==> src/rtl/lockstep_step_scheduler.sv <==
// Issues one solver-chosen instruction to the DUT core and the reference model together,
// waits for both to retire, then strobes the checker; flags hung cores and protocol abuse.
module lockstep_step_scheduler #(
    parameter int MAX_STALL = 3,
    parameter int TIMEOUT   = 16,
    parameter int CNT_W     = 16,
    parameter int INST_W    = 32
) (
    input  logic              clock,
    input  logic              reset,
    input  logic              enable,
    input  logic              rand_stall,
    input  logic              rand_valid,
    input  logic [INST_W-1:0] rand_inst,
    output logic              dut_stall,
    output logic              dut_valid,
    output logic [INST_W-1:0] dut_inst,
    output logic              ref_valid,
    output logic [INST_W-1:0] ref_inst,
    input  logic              dut_done,
    input  logic              ref_done,
    output logic              cmp_valid,
    output logic [CNT_W-1:0]  step_count,
    output logic              timeout,
    output logic              proto_err
);

    typedef enum logic [2:0] {IDLE, ISSUE, WAIT, CMP, HALT} state_t;

    localparam logic [CNT_W-1:0] STALL_LIM = CNT_W'(MAX_STALL);
    localparam logic [CNT_W-1:0] WAIT_LAST = CNT_W'(TIMEOUT - 1);

    state_t             state, state_nxt;
    logic [CNT_W-1:0]   stall_cnt;
    logic [CNT_W-1:0]   wait_tmr;
    logic [INST_W-1:0]  inst_q;
    logic               d_f, r_f;
    logic               both_done;

    function automatic logic [CNT_W-1:0] sat_inc(input logic [CNT_W-1:0] v);
        return (v == '1) ? v : v + 1'b1;
    endfunction

    // Stall is forced low once it has been high MAX_STALL cycles in a row.
    assign dut_stall = !reset && (state != HALT) && rand_stall && (stall_cnt < STALL_LIM);
    assign dut_valid = (state == ISSUE);
    assign ref_valid = (state == ISSUE);
    assign cmp_valid = (state == CMP);
    assign dut_inst  = inst_q;
    assign ref_inst  = inst_q;
    assign both_done = (d_f || dut_done) && (r_f || ref_done);

    always_comb begin
        state_nxt = state;
        case (state)
            IDLE:    if (enable && rand_valid && !dut_stall) state_nxt = ISSUE;
            ISSUE:   state_nxt = WAIT;
            WAIT: begin
                if (both_done)                  state_nxt = CMP;
                else if (wait_tmr == WAIT_LAST) state_nxt = HALT;
            end
            CMP:     state_nxt = IDLE;
            HALT:    state_nxt = HALT;
            default: state_nxt = IDLE;
        endcase
    end

    always_ff @(posedge clock) begin
        if (reset) begin
            state      <= IDLE;
            stall_cnt  <= '0;
            wait_tmr   <= '0;
            inst_q     <= '0;
            d_f        <= 1'b0;
            r_f        <= 1'b0;
            step_count <= '0;
            timeout    <= 1'b0;
            proto_err  <= 1'b0;
        end else begin
            state     <= state_nxt;
            stall_cnt <= dut_stall ? stall_cnt + 1'b1 : '0;
            if (state == IDLE && state_nxt == ISSUE) inst_q <= rand_inst;
            case (state)
                ISSUE: begin
                    wait_tmr <= '0;
                    d_f      <= 1'b0;
                    r_f      <= 1'b0;
                end
                WAIT: begin
                    if (dut_done) d_f <= 1'b1;
                    if (ref_done) r_f <= 1'b1;
                    // A second retire from the same side within one step is a protocol error.
                    if ((dut_done && d_f) || (ref_done && r_f)) proto_err <= 1'b1;
                    if (!both_done) begin
                        wait_tmr <= wait_tmr + 1'b1;
                        if (wait_tmr == WAIT_LAST) timeout <= 1'b1;
                    end
                end
                CMP:     step_count <= sat_inc(step_count);
                default: ;
            endcase
            if (state != WAIT && (dut_done || ref_done)) proto_err <= 1'b1;
        end
    end

endmodule

==> config.mk <==
export PLATFORM = sky130hd
export DESIGN_NAME = lockstep_step_scheduler
export DESIGN_NICKNAME = d
export VERILOG_FILES = /design/src/rtl/lockstep_step_scheduler.sv
export SDC_FILE = /design/constraint.sdc
export NUM_CORES = 1
export LEC_CHECK = 0
export ABC_AREA = 1
export CELL_PAD_IN_SITES_DETAIL_PLACEMENT = 2
export CELL_PAD_IN_SITES_GLOBAL_PLACEMENT = 2
export CORE_MARGIN = 2
export CORE_UTILIZATION = 27
export CTS_CLUSTER_SIZE = 25
export DETAILED_ROUTE_END_ITERATION = 12
export PLACE_DENSITY = 0.94
export SETUP_SLACK_MARGIN = 0.3
export SYNTH_ARGS = -nofsm -noshare
export SYNTH_HDL_FRONTEND = slang
export SYNTH_SLANG_ARGS = --single-unit
==> constraint.sdc <==
create_clock -name clock -period 2.6 [get_ports clock]
set_clock_uncertainty 0.1 [all_clocks]
set_input_delay 0.52 -clock clock [delete_from_list [all_inputs] [get_ports clock]]
set_output_delay 0.52 -clock clock [all_outputs]
set_load 0.005 [all_outputs]
==> flow_summary.toml, run 1 <==
[outcome]
status = "completed"

[worst_hold_path]
hold_class = "register to register"

[synthesis]
avgSynthCellArea_um2 = 7.21
syn_inst = 565
synth_edf_count = 0
synthArstFlopShare_pct = 0
yosys_warnings = 0
ys_types = 31
synth_area_um2 = 4080
yosysSeqAreaShare_pct = 42.7
synth.most_common_cell = "nor2_1"
synth_top_area_share_pct = 42.7
synth_area_leaders = "dfxtp_1 (43%), nor2_1 (11%), nand2_1 (10%)"
synth_top_cell_by_area = "dfxtp_1"
synth_seq_cells = 87
ys.flop_type = "dfxtp_1"
yosys-top-cells-count = "nor2_1 (118), nand2_1 (110), dfxtp_1 (87)"

[floorplan]
die_area_um2 = 16100
die_h_um = 127
die_w_um = 127
core_area_um2 = 14600
rows = 44
io_pins = 125
initial_core_util_pct = 27.8

[pwr]
ir_drop_mv = 0.305
p_per_area_nw_per_um2 = 578
p_total_w = 0.00324
p_sw_share_pct = 24.3
p_clk_share_pct = 42.0
power.leakage_nw = 2.14
combPwrFrac_pct = 13.5
p_int_w = 0.00245
p_sw_w = 0.000788
p_seq_share_pct = 44.5

[worst_setup_path]
rr_endpoint = "step_count[1]"
critPathCapture = "cmp_valid"
crit_path_start = "state[0]"
end_kind = "primary output"
cp.arrival_ps = 1620
r2r_slack_ps = 600
path_buf_inv = 2
reg2reg_depth = 8
path_cells = "inv_2 > nor3_4 > clkdlybuf4s50_1"
worstPathRequired_ps = 1980
critPathSlowestCell = "clkdlybuf4s50_1"
critical_path_depth = 3
path_delay_family = "buffers and inverters"
crit_fanout = 3
r2r_start = "step_count[0]"
start_kind = "register"
crit_type = "register to primary output"
cpPeakStageDelay_ps = 560

[placed_design]
dp_hpwl_mm = 10.5
portBuffers = 124
dpl_cell_area_um2 = 5280
preCtsSetupSlack_ps = -77.5
place.gp.congestion = 0.783

[global_route]
grt_pass1_wl_mm = 22.7
grt_use_met1_pct = 19.7
grt_pass1_vias = 4510
grt.total_usage_pct = 17.8
grtUsageMet3_pct = 3.21
grt_overflow = 0
antenna_found_initial = 0
grt_start_max_net_pins = 34
use_met2_pct = 33.7
grt-busiest-layer = "met2"

[sta]
finalMaxSlewViolations = 0
holdWs_ps = 355
hold_viol_final = 0
rsz0062_at_grt = "yes"
fmax_mhz = 447
setup_ws_ps = 361
setup_violations = 0
min_period_ps = 2240
relSlewSlack_pct = 60.3
finalCritPeriodShare_pct = 86.1
worst_pin_slew_ps = 594

[layout]
diodes = 0
utilization_pct = 38.3
register_area_um2 = 1740
multi_input_area_um2 = 1840
drive_gt1_share_pct = 7.69
area_delta_synth_final_pct = 37.6
fillerInstances = 1721
fin_nets = 713
fin_area_um2 = 5610

[clocking]
cts_inserted_buffers = 9
cts_sinks = 87
root_buffer = "clkbuf_16"
cts.clk_slew.worst_paths_ps = 60
h-tree-depth = 3
cts_max_path_buffers = 2
cts_tree = "done"
clk_latency_ps = 350
cts_hold_buf = 0

[route]
postRouteWirelength_mm = 14.0
post-route-drc-count = 0
routedWlPerCell_um = 16.2
vias_per_cell = 4.70
drtIter0Drc = 153
vias = 4046
dr.pass1.iters = 4
ant_nets = 0

[job]
maxCapViolations = 0
==> cells in the final DEF, fill, tap and decap left out, types with 7 or more instances in the layout <==
cell,n
a21oi_1,25
a21oi_2,7
buf_4,8
clkbuf_16,9
clkdlybuf4s50_1,122
conb_1,14
dfxtp_1,87
inv_1,42
inv_2,8
nand2_1,110
nand3_1,19
nand4_1,15
nor2_1,117
o21ai_0,43
xnor2_1,7
==> through the flow <==
stage	setup TNS (ps)	std cells
global route	0	860
finish	0	860
detailed placement	-77.5	843
floorplan	0	578
CTS	0	859
global placement	-36.1	843
==> power by group through the flow <==
| stage | Combinational, W | Clock, W | Sequential (W) |
|---|---|---|---|
| final | 0.000436 | 0.00136 | 0.00144 |
| after global routing | 0.000479 | 0.00147 | 0.00145 |
| after CTS | 0.000443 | 0.00141 | 0.00145 |
| after detailed placement | 0.000437 | 0 | 0.00147 |
| after global placement | 0.000414 | 0 | 0.00147 |
| after floorplan | 0.000215 | 0 | 0.00146 |
==> worst reg2reg max path, cell delays in order, from the launching register on <==
cell	delay (ps)
dfxtp_1	450
ha_1	300
nand3_2	160
nor2_4	160
nand3_2	110
nand2_4	200
inv_2	180
nor2_1	170
nor2_1	70
==> cell type report <==
cell class	count	area share (%)
clock inverters	3	0.714
repair buffers	132	23.1
flip-flops and latches	87	31.0
clock buffers	13	4.82
inverters	51	3.46
multi-input cells	390	32.7
well taps	184	4.10
==> kinds of logic after synthesis <==
family / count (synthesis) / synth area share (%)
compound gates: 83 / 11.2
xor+xnor: 10 / 2.15
fa+ha+maj: 3 / 0.921
simple gates: 280 / 29.1
other cells: 1 / 0.0920
flops: 87 / 42.7
buf+inv: 101 / 13.8
==> metal layers <==
| metal | vias up | wire length [um] |
|---|---|---|
| met2 | 97 | 7510 |
| li1 | 1969 | - |
| met4 | 0 | 222 |
| met1 | 1966 | 5590 |
| met5 | - | 0 |
| met3 | 14 | 646 |
==> sequential cells by signal, indices dropped and copies added, names as in the netlist <==
name        count
timeout         1
r_f             1
dut_inst       32
wait_tmr       16
step_count     16
stall_cnt      16
d_f             1
state           3
proto_err       1
==> how the worst min path moves through the flow <==
| stage | startpoint | end | slack [ps] | depth (start not counted) |
|---|---|---|---|---|
| finish | stall_cnt[0] | stall_cnt[0] | 350 | 1 |
| global route | stall_cnt[0] | stall_cnt[0] | 380 | 1 |
| CTS | stall_cnt[0] | stall_cnt[0] | 370 | 1 |
| detailed placement | stall_cnt[0] | stall_cnt[0] | 360 | 1 |
| global placement | stall_cnt[0] | stall_cnt[0] | 310 | 1 |
| floorplan | stall_cnt[0] | stall_cnt[0] | 300 | 1 |
==> timing repair <==
action | 4_1_cts | 5_1_grt
pin swaps | 0 | 1
resized for setup | 4 | 3
buffers inserted | 0 | 1
endpoints found under the setup margin | 4 | 3
(Power assumes the default switching activity.)
==> run 2, diff against run 1 <==
--- a/config.mk
+++ b/config.mk
@@ -6,6 +6,7 @@
 export NUM_CORES = 1
 export LEC_CHECK = 0
 export ABC_AREA = 1
+export CAP_MARGIN = 40
 export CELL_PAD_IN_SITES_DETAIL_PLACEMENT = 2
 export CELL_PAD_IN_SITES_GLOBAL_PLACEMENT = 2
 export CORE_MARGIN = 2
@@ -14,6 +15,7 @@
 export DETAILED_ROUTE_END_ITERATION = 12
 export PLACE_DENSITY = 0.94
 export SETUP_SLACK_MARGIN = 0.3
+export SKIP_LAST_GASP = 1
 export SYNTH_ARGS = -nofsm -noshare
 export SYNTH_HDL_FRONTEND = slang
 export SYNTH_SLANG_ARGS = --single-unit
==> results of run 2 <==
Final layout, timing and power as in run 1 (identical DEF).
